$ cat config.mk
export PLATFORM = sky130hd
export DESIGN_NAME = banana_launch_scheduler
export DESIGN_NICKNAME = d
export VERILOG_FILES = /design/src/rtl/banana_launch_scheduler.sv
export SDC_FILE = /design/constraint.sdc
export NUM_CORES = 1
export LEC_CHECK = 0
export ABC_AREA = 1
export CORE_MARGIN = 2
export CORE_UTILIZATION = 52
export CTS_CLUSTER_DIAMETER = 200
export DETAILED_ROUTE_END_ITERATION = 8
export PLACE_DENSITY = 0.83
export SYNTH_ARGS = -nofsm -noshare
export SYNTH_HDL_FRONTEND = slang
export SYNTH_SLANG_ARGS = --single-unit
export TNS_END_PERCENT = 100
$ cat constraint.sdc
create_clock -name clk -period 2.6 [get_ports clk]
set_input_delay 0.39 -clock clk [delete_from_list [all_inputs] [get_ports clk]]
set_output_delay 0.39 -clock clk [all_outputs]
set_load 0.01 [all_outputs]
$ cat src/rtl/banana_launch_scheduler.sv
// Round-robin launcher for a pool of banana movers, with a frame-based cooldown and an ack timeout.
// Optional: define BANANA_SCHED_STATS_EN to add saturating launch_count / abort_count outputs.
module banana_launch_scheduler #(
    parameter int unsigned NUM_SLOTS       = 4,
    parameter int unsigned COOLDOWN_FRAMES = 15,
    parameter int          Y_MIN           = 16,
    parameter int          Y_MAX           = 400,
    parameter int unsigned ACK_TIMEOUT     = 2
) (
    input  logic                 clk,
    input  logic                 resetN,
    input  logic                 startOfFrame,
    input  logic                 launch_req,
    input  logic [10:0]          launch_y,
    input  logic [NUM_SLOTS-1:0] slot_active,
    input  logic [NUM_SLOTS-1:0] slot_retire,
    output logic                 launch_ack,
    output logic                 launch_abort,
    output logic [NUM_SLOTS-1:0] appear,
    output logic [10:0]          initial_y,
    output logic [NUM_SLOTS-1:0] slot_kill,
`ifdef BANANA_SCHED_STATS_EN
    output logic [15:0]          launch_count,
    output logic [7:0]           abort_count,
`endif
    output logic [NUM_SLOTS-1:0] slot_busy
);

    localparam int unsigned SLOT_W = (NUM_SLOTS > 1) ? $clog2(NUM_SLOTS) : 1;
    localparam int unsigned CD_W   = $clog2(COOLDOWN_FRAMES + 2);
    localparam int unsigned TO_W   = $clog2(ACK_TIMEOUT + 2);
    localparam int unsigned Y_W    = 11;
    localparam logic signed [Y_W-1:0] Y_LO = Y_W'(Y_MIN);
    localparam logic signed [Y_W-1:0] Y_HI = Y_W'(Y_MAX);

    typedef enum logic [1:0] {
        S_IDLE     = 2'd0,
        S_GRANT    = 2'd1,
        S_WAIT_ACT = 2'd2,
        S_COOLDOWN = 2'd3
    } state_t;

    state_t                r_state, w_state_nxt;
    logic [SLOT_W-1:0]     r_rr, w_rr_nxt;
    logic [SLOT_W-1:0]     r_sel, w_sel_nxt;
    logic [CD_W-1:0]       r_cd, w_cd_nxt;
    logic [TO_W-1:0]       r_frm, w_frm_nxt;
    logic [NUM_SLOTS-1:0]  r_appear, w_appear_nxt;
    logic [NUM_SLOTS-1:0]  r_busy, w_busy_nxt;
    logic [NUM_SLOTS-1:0]  r_kill, w_kill_nxt;
    logic                  r_ack, w_ack_nxt;
    logic                  r_abort, w_abort_nxt;
    logic [Y_W-1:0]        r_init_y, w_init_y_nxt;
    logic [NUM_SLOTS-1:0]  w_retire;
    logic [SLOT_W:0]       w_pick;
    logic [NUM_SLOTS-1:0]  w_onehot;

    // First free slot at or after rr, wrapping; MSB flags that one was found.
    function automatic logic [SLOT_W:0] pick_free(input logic [NUM_SLOTS-1:0] busy,
                                                  input logic [SLOT_W-1:0]    rr);
        logic [SLOT_W:0] res;
        int unsigned     idx;
        res = '0;
        for (int unsigned k = 0; k < NUM_SLOTS; k++) begin
            idx = 32'(rr) + k;
            if (idx >= NUM_SLOTS) idx = idx - NUM_SLOTS;
            if (!res[SLOT_W] && !busy[SLOT_W'(idx)]) res = {1'b1, SLOT_W'(idx)};
        end
        return res;
    endfunction

    function automatic logic [Y_W-1:0] clamp_y(input logic [Y_W-1:0] y);
        if ($signed(y) < Y_LO) return Y_LO;
        if ($signed(y) > Y_HI) return Y_HI;
        return y;
    endfunction

    // Retires only count for occupied slots; the pick uses pre-retire occupancy.
    assign w_retire = slot_retire & r_busy;
    assign w_pick   = pick_free(r_busy, r_rr);
    assign w_onehot = NUM_SLOTS'(1) << w_pick[SLOT_W-1:0];

    always_comb begin
        w_state_nxt  = r_state;
        w_rr_nxt     = r_rr;
        w_sel_nxt    = r_sel;
        w_cd_nxt     = r_cd;
        w_frm_nxt    = r_frm;
        w_appear_nxt = r_appear;
        w_busy_nxt   = r_busy & ~w_retire;
        w_kill_nxt   = w_retire;
        w_ack_nxt    = 1'b0;
        w_abort_nxt  = 1'b0;
        w_init_y_nxt = r_init_y;

        case (r_state)
            S_IDLE: begin
                if (launch_req && (r_cd == '0) && !(&r_busy)) w_state_nxt = S_GRANT;
            end
            S_GRANT: begin
                if (w_pick[SLOT_W]) begin
                    w_sel_nxt    = w_pick[SLOT_W-1:0];
                    w_appear_nxt = w_onehot;
                    w_busy_nxt   = w_busy_nxt | w_onehot;
                    w_rr_nxt     = (w_pick[SLOT_W-1:0] == SLOT_W'(NUM_SLOTS - 1)) ?
                                   '0 : w_pick[SLOT_W-1:0] + SLOT_W'(1);
                    w_init_y_nxt = clamp_y(launch_y);
                    w_frm_nxt    = '0;
                    w_state_nxt  = S_WAIT_ACT;
                end else begin
                    w_state_nxt  = S_IDLE;
                end
            end
            S_WAIT_ACT: begin
                if (w_retire[r_sel]) begin
                    w_appear_nxt = '0;
                    w_cd_nxt     = '0;
                    w_state_nxt  = S_IDLE;
                end else if (slot_active[r_sel]) begin
                    w_appear_nxt = '0;
                    w_ack_nxt    = 1'b1;
                    w_cd_nxt     = CD_W'(COOLDOWN_FRAMES);
                    w_state_nxt  = S_COOLDOWN;
                end else if (startOfFrame) begin
                    if (32'(r_frm) + 32'd1 >= ACK_TIMEOUT) begin
                        w_appear_nxt       = '0;
                        w_busy_nxt[r_sel]  = 1'b0;
                        w_kill_nxt[r_sel]  = 1'b1;
                        w_abort_nxt        = 1'b1;
                        w_cd_nxt           = '0;
                        w_state_nxt        = S_IDLE;
                    end else begin
                        w_frm_nxt = r_frm + TO_W'(1);
                    end
                end
            end
            S_COOLDOWN: begin
                if (r_cd == '0)        w_state_nxt = S_IDLE;
                else if (startOfFrame) w_cd_nxt    = r_cd - CD_W'(1);
            end
            default: w_state_nxt = S_IDLE;
        endcase
    end

    always_ff @(posedge clk or negedge resetN) begin
        if (!resetN) begin
            r_state  <= S_IDLE;
            r_rr     <= '0;
            r_sel    <= '0;
            r_cd     <= '0;
            r_frm    <= '0;
            r_appear <= '0;
            r_busy   <= '0;
            r_kill   <= '0;
            r_ack    <= 1'b0;
            r_abort  <= 1'b0;
            r_init_y <= '0;
        end else begin
            r_state  <= w_state_nxt;
            r_rr     <= w_rr_nxt;
            r_sel    <= w_sel_nxt;
            r_cd     <= w_cd_nxt;
            r_frm    <= w_frm_nxt;
            r_appear <= w_appear_nxt;
            r_busy   <= w_busy_nxt;
            r_kill   <= w_kill_nxt;
            r_ack    <= w_ack_nxt;
            r_abort  <= w_abort_nxt;
            r_init_y <= w_init_y_nxt;
        end
    end

    assign launch_ack   = r_ack;
    assign launch_abort = r_abort;
    assign appear       = r_appear;
    assign initial_y    = r_init_y;
    assign slot_kill    = r_kill;
    assign slot_busy    = r_busy;

`ifdef BANANA_SCHED_STATS_EN
    logic [15:0] r_launch_cnt;
    logic [7:0]  r_abort_cnt;

    // Saturating event counters, updated alongside the ack/abort pulses.
    always_ff @(posedge clk or negedge resetN) begin
        if (!resetN) begin
            r_launch_cnt <= '0;
            r_abort_cnt  <= '0;
        end else begin
            if (w_ack_nxt && (r_launch_cnt != '1))  r_launch_cnt <= r_launch_cnt + 16'd1;
            if (w_abort_nxt && (r_abort_cnt != '1)) r_abort_cnt  <= r_abort_cnt + 8'd1;
        end
    end

    assign launch_count = r_launch_cnt;
    assign abort_count  = r_abort_cnt;
`endif

endmodule

## Word level (Yosys, flattened, before mapping)

Index checks and enable logic that the tools add are counted.

- Reductions and logical operators: 23
- Bitwise logic cells: 7
- Multiplexer cells: 80
- Shifts and indexed selects: 1
- Add/sub/neg operators: 11
- Magnitude comparators: 13
- Equal/unequal tests: 15

Operators with widths:

| cell | number |
|---|---|
| 2-to-1 mux 4 bit | 15 |
| 2-to-1 mux 11 bit | 4 |
| 2-to-1 mux 2 bit | 17 |
| 2-to-1 mux 5 bit | 6 |
| 2-to-1 mux 1 bit | 22 |
| inequality test 2 bit, second input constant | 9 |
| case mux 4 bit (2 select lines) | 2 |
| less-than comparator 2 x 3 -> 1 bit, second input constant | 5 |
| AND 4 bit | 3 |
| binary-select mux 1 bit (select 2 bit) | 6 |
| 2-to-1 mux 3 bit | 4 |
| AND reduction 4 bit | 3 |
| greater-than comparator 11 x 10 -> 1 bit, second input constant | 1 |
| less-than comparator 11 x 6 -> 1 bit, second input constant | 1 |
| case mux 5 bit (2 select lines) | 1 |
| >= comparator 3 bit, second input constant | 3 |
| inequality test 4 bit, second input constant | 2 |
| inverter 4 bit | 2 |
| OR 4 bit | 2 |
| case mux 2 bit (4 select lines) | 1 |
| subtractor 2 x 1 -> 2 bit, second input constant | 4 |
| zero test 1 bit | 7 |
| adder 2 x 1 -> 3 bit, second input constant | 2 |
| adder 2 x 2 -> 3 bit, second input constant | 2 |
| other kinds (17) | 26 |

- Register bits after elaboration: 38
- Logic and storage cells: 161
- Output and inout port bits: 25
- Input port bits: 23

## Longest topological paths before layout

- Depth after elaboration: 21
- Gate-level depth with buffers: 17
- Gate-level depth less buffers: 16

## Worst setup path before layout

OpenSTA, ideal clock, no wires.

- Kind: register -> register
- Start: reg r_rr[0]
- End: reg r_rr[1]
- Setup time: 0.129 ns
- Path slack: 0.816 ns
- Cell stages (with the launch flop): 15
- Required time: 2.471 ns
- Period minus slack after synthesis: 1.784 ns
- Buffers on the path: 1
- Arrival: 1.655 ns
- Cell sequence: dfrtp_1 > buf_2 > inv_2 > nand2_1 > nand2_1 > nand2_1 > nand2_1 > nand2_1 > nor2_1 > nand3_1 > nand2_1 > inv_1 > ha_1 > nand2_1 > o21ai_0

- Cells in the longest elaborated chain, start to end: 16
- Elaborated cells between the ends (all ways): 40
- Classes of those cells: 8 x add/sub; 4 x order compare; 1 x eq/ne; 17 x mux; 10 x reduce/logical

RTL lines:

| what | line | RTL |
|---|---|---|
| start: declaration | 44 | `logic [SLOT_W-1:0] r_rr, w_rr_nxt;` |
| start signal: assignment | 160 | `r_rr <= w_rr_nxt;` |
| adder 2 x 1 -> 3 bit (tied with other cells) | 65 | `idx = 32'(rr) + k;` |
| >= comparator 3 bit (tied with other cells) | 66 | `if (idx >= NUM_SLOTS) idx = idx - NUM_SLOTS;` |
| 2-to-1 mux 2 bit or binary-select mux 1 bit (select 2 bit) (tied branches) | 66, 67 |  |
| binary-select mux 1 bit (select 2 bit) or 2-to-1 mux 1 bit (tied branches) | 67 | `if (!res[SLOT_W] && !busy[SLOT_W'(idx)]) res = {1'b1, SLOT_W'(idx)};` |
| 2-to-1 mux 1 bit (not written as such) or 2-to-1 mux 3 bit (tied branches) | 67 |  |
| zero test 1 bit | 67 |  |
| logical AND 1 bit | 67 |  |
| 2-to-1 mux 3 bit | 67 |  |
| zero test 1 bit | 67 |  |
| logical AND 1 bit | 67 |  |
| 2-to-1 mux 3 bit | 67 |  |
| zero test 1 bit | 67 |  |
| logical AND 1 bit | 67 |  |
| 2-to-1 mux 3 bit (*) | 67 |  |
| net w_pick[1] | 55 | `logic [SLOT_W:0] w_pick;` |
| adder 2 x 1 -> 2 bit or == test 2 bit (tied branches) | 106, 105 |  |
| 2-to-1 mux 2 bit (*) | 105 | `w_rr_nxt = (w_pick[SLOT_W-1:0] == SLOT_W'(NUM_SLOTS - 1)) ?` |

Mark *: on every way through the listed nets, which the timed path passes. The rest lies on a longest branch. The select of a mux whose other input is x is not followed.
A chain may end at the register's enable or synchronous reset.

## Worst setup path in the final report

- Start: reg r_rr[1]
- End: reg r_busy[3] (netlist: slot_busy[3])

- Cells in the longest elaborated chain, start to end: 18
- Elaborated cells between the ends (all ways): 40
- Classes of those cells: 7 x add/sub; 4 x order compare; 1 x shift; 18 x mux; 1 x bitwise; 9 x reduce/logical

RTL lines:

| what | line | RTL |
|---|---|---|
| adder 2 x 1 -> 3 bit (tied with other cells) | 65 |  |
| >= comparator 3 bit (tied with other cells) | 66 |  |
| 2-to-1 mux 2 bit or binary-select mux 1 bit (select 2 bit) (tied branches) | 66, 67 |  |
| binary-select mux 1 bit (select 2 bit) or 2-to-1 mux 1 bit (tied branches) | 67 |  |
| 2-to-1 mux 1 bit (not written as such) or 2-to-1 mux 3 bit (tied branches) | 67 |  |
| zero test 1 bit | 67 |  |
| logical AND 1 bit | 67 |  |
| 2-to-1 mux 3 bit | 67 |  |
| (+4 left out) | n/a |  |
| logical AND 1 bit | 67 |  |
| 2-to-1 mux 3 bit (*) | 67 |  |
| net w_pick[1] | 55 |  |
| << shifter 1 x 2 -> 4 bit (*) | 81 | `assign w_onehot = NUM_SLOTS'(1) << w_pick[SLOT_W-1:0];` |
| OR 4 bit (*) | 104 | `w_busy_nxt = w_busy_nxt \| w_onehot;` |
| 2-to-1 mux 4 bit (*) | 101 | `if (w_pick[SLOT_W]) begin` |
| case mux 4 bit (2 select lines) (*) | 96 | `case (r_state)` |
| net w_busy_nxt[3] | 49 | `logic [NUM_SLOTS-1:0] r_busy, w_busy_nxt;` |
| end signal: assignment | 165 | `r_busy <= w_busy_nxt;` |
| end: declaration | 49 |  |

Marked as above.

==> results.md <==
* GP Congestion at 0.869
* Final cell count without fillers at 438
* Root buf cell: clkbuf_8
* Synth warnings at 0
* Die ar. at 5180 µm²
* Htree depth at 2
* Clock power share at 43.0%
* 1st-pass router iterations at 5
* End of the critical path: slot_busy[3]
* Worst Skew at 0.00289 ns
* Inserted Diodes at 0
* Largest net degree at the start of global routing at 39
* Core footprint at 4410 µm²
* Die Height at 72.0 µm
* Drt wl/cell at 12.9 µm
* R2R depth at 15
* Gate power share at 6.1%
* Synth Area per Inst at 7.15 µm²
* Crit-path max FO at 7
* Longest Clk Path Bufs at 2
* Run status: completed
* CP Launch Point: r_rr[1]
* I/O pins at 48
* # DRC at 0
* Via Count at 2,312
* Setup crit start kind: flop
* Sw frac at 21.7%
* DRT iter0 DRCs at 155
* Reg2Reg Setup Slack at 0.57 ns
* RSZ-0062 raised after global routing: no
* Hold buffer count at CTS at 0
* Commonest non-fill, non-tap cell in the layout: nand2_1
* First-pass GRT wire length at 9.82 mm
* Reg-to-Reg End: slot_busy[3]
* Routed WL at 5.67 mm
* Most frequent cells in the layout: nand2_1, clkdlybuf4s50_1, dfrtp_1
* Final period util at 78.2%
* Fin crit period at 2.03 ns
* Die Width at 72.0 µm
* Leakage at 0.00150 µW
* GR Overflow Total at 0
* Net switching power at 252 µW
* Layout cells sized above 1 at 8.03%
* Tightest Pin Transition at 0.871 ns
* Final ANT Viol Nets at 0
* Post-synthesis sequential element count at 38
* Clk slew on worst S/H paths at 0.08 ns
* Post-Synthesis Cells at 336
* Layout area overhead at 25.7%
* # setup viols final at 0
* Fin nets at 420
* Crit end category: flop
* Resized Gates After CTS at 0
* Critical Setup Path Class: reg -> reg
* Pre-CTS setup slack at 0.595 ns
* Clk_lat worst skew at 0.29 ns
* CTS Buf Count at 5
* Slew Limit Fails at 0
* WP data required at 2.79 ns
* Worst slew margin at 41.9%
* Fin. Hold Viols at 0
* Design Area, Final at 3020 µm²
* All-Layer GR Usage at 24.0%
* Post-CTS Setup Inserts at 0
* Fin util at 68.4%
* Worst hold path type: in -> async
* Final setup margin at 0.566 ns
* # fillers at 386
* Sequential share of power at 50.9%
* Detailed Place HPWL at 4.28 mm
* Seq/Total Area, Yosys at 39.6%
* Drt via density at 5.28
* Syn Nets at 371
* FF-to-FF Start: r_rr[1]
* Vias in the first global route at 2,177
* Maxcap violations at 0
* Cell Area, Synth at 2400 µm²
* Placed cell areas at 2910 µm²
* # rows at 24
* Sink Count at 38
* Fmax at 492 MHz
* Maximum VDD drop at 267 µV
* Pwr dens at 384 nW/µm²
* CP arrival at 2.22 ns
* Starting Density at 54.4%
* PortBufs at 47
* Inst Count DP at 430
* Internal power at 908 µW
* Antenna violations before repair at 0
* CTS tree: yes
* Library cells used by synthesis at 30
* Setup TNS at 0 ns
==> power by group through the flow <==
stage / clock, µW / sequential, µW / combinational (µW)
floorplan: 0 / 602 / 16.9
global placement: 0 / 602 / 69.0
detailed placement: 0 / 602 / 70.7
CTS: 511 / 590 / 71.5
global route: 539 / 590 / 78.2
finish: 498 / 590 / 70.7
==> cells by family after synthesis <==
kind of cell / synth area share (%)
adder cells (fa/ha/maj): 6.25
AND/OR/NAND/NOR: 38.6
XOR/XNOR: 0.365
flip-flops: 39.6
AO/OA/AOI/OAI: 8.39
buffers and inverters: 6.83
==> state kept, by name, indices dropped and copies added (netlist names) <==
signal	count
initial_y	11
r_cd	5
appear	4
slot_busy	4
slot_kill	4
r_frm	2
r_rr	2
r_sel	2
r_state	2
launch_abort	1
launch_ack	1
==> critical path: stages, from the launching register on <==
cell and delay, ns:
dfrtp_1 0.42, inv_1 0.18, nand2_1 0.07, nand2_1 0.12, nand2_1 0.06, nand2_1 0.11, nand2_1 0.06, nor2_1 0.12
nand3_1 0.10, nand2_1 0.14, inv_1 0.09, ha_1 0.22, nand2_1 0.07, nand2_1 0.05, nand2_1 0.05, nand2_1 0.05
==> metrics by stage <==
step,hold WS [ns],power (µW)
floorplan,0.0944,619
global placement,0.457,671
detailed placement,0.471,673
CTS,0.230,1170
global route,0.275,1210
finish,0.208,1160
==> per-layer routing <==
layer  up-vias  wire [µm]  global-route usage, %
li1       1175          -                      -
met1      1086       2510                   32.7
met2        47       2880                   38.4
met3         4        242                   5.28
met4         0         38                   7.76
met5         -          0                      0
==> layout make-up <==
type	count	area (µm²)	area share (%)
inverter	37	141	4.68
tap	52	65.1	2.16
timing repair buffer	47	465	15.4
sequential	38	951	31.5
clock inverter	3	40.0	1.33
multi-input combinational	256	1290	42.6
clock buffer	5	68.8	2.28
==> cell usage after synthesis, drive strengths merged <==
library cell	instances	area (µm²)
nand3	29	170
ha	12	150
buf	4	18.8
o31ai	1	7.51
a31oi	2	12.5
inv	37	141
or2	2	12.5
dfrtp	38	951
nor2	23	98.8
nor4	1	21.3
a22oi	1	7.51
nand3b	1	7.51
o21ai	27	154
clkbuf	1	3.75
nand4	9	56.3
xor2	1	8.76
a21oi	4	20.0
nand2	139	539
nor3	4	20.0
==> how the worst min path moves through the flow <==
stage                     depth (start not counted)            to  slack [ns]
after floorplan                                   0     appear[0]        0.09
after global placement                            2      r_frm[1]        0.46
after detailed placement                          2  initial_y[4]        0.47
after CTS                                         1       r_cd[2]        0.23
after global routing                              1       r_cd[0]        0.28
final                                             1       r_cd[1]        0.21
Note: power is estimated with default switching activity, not from simulation.
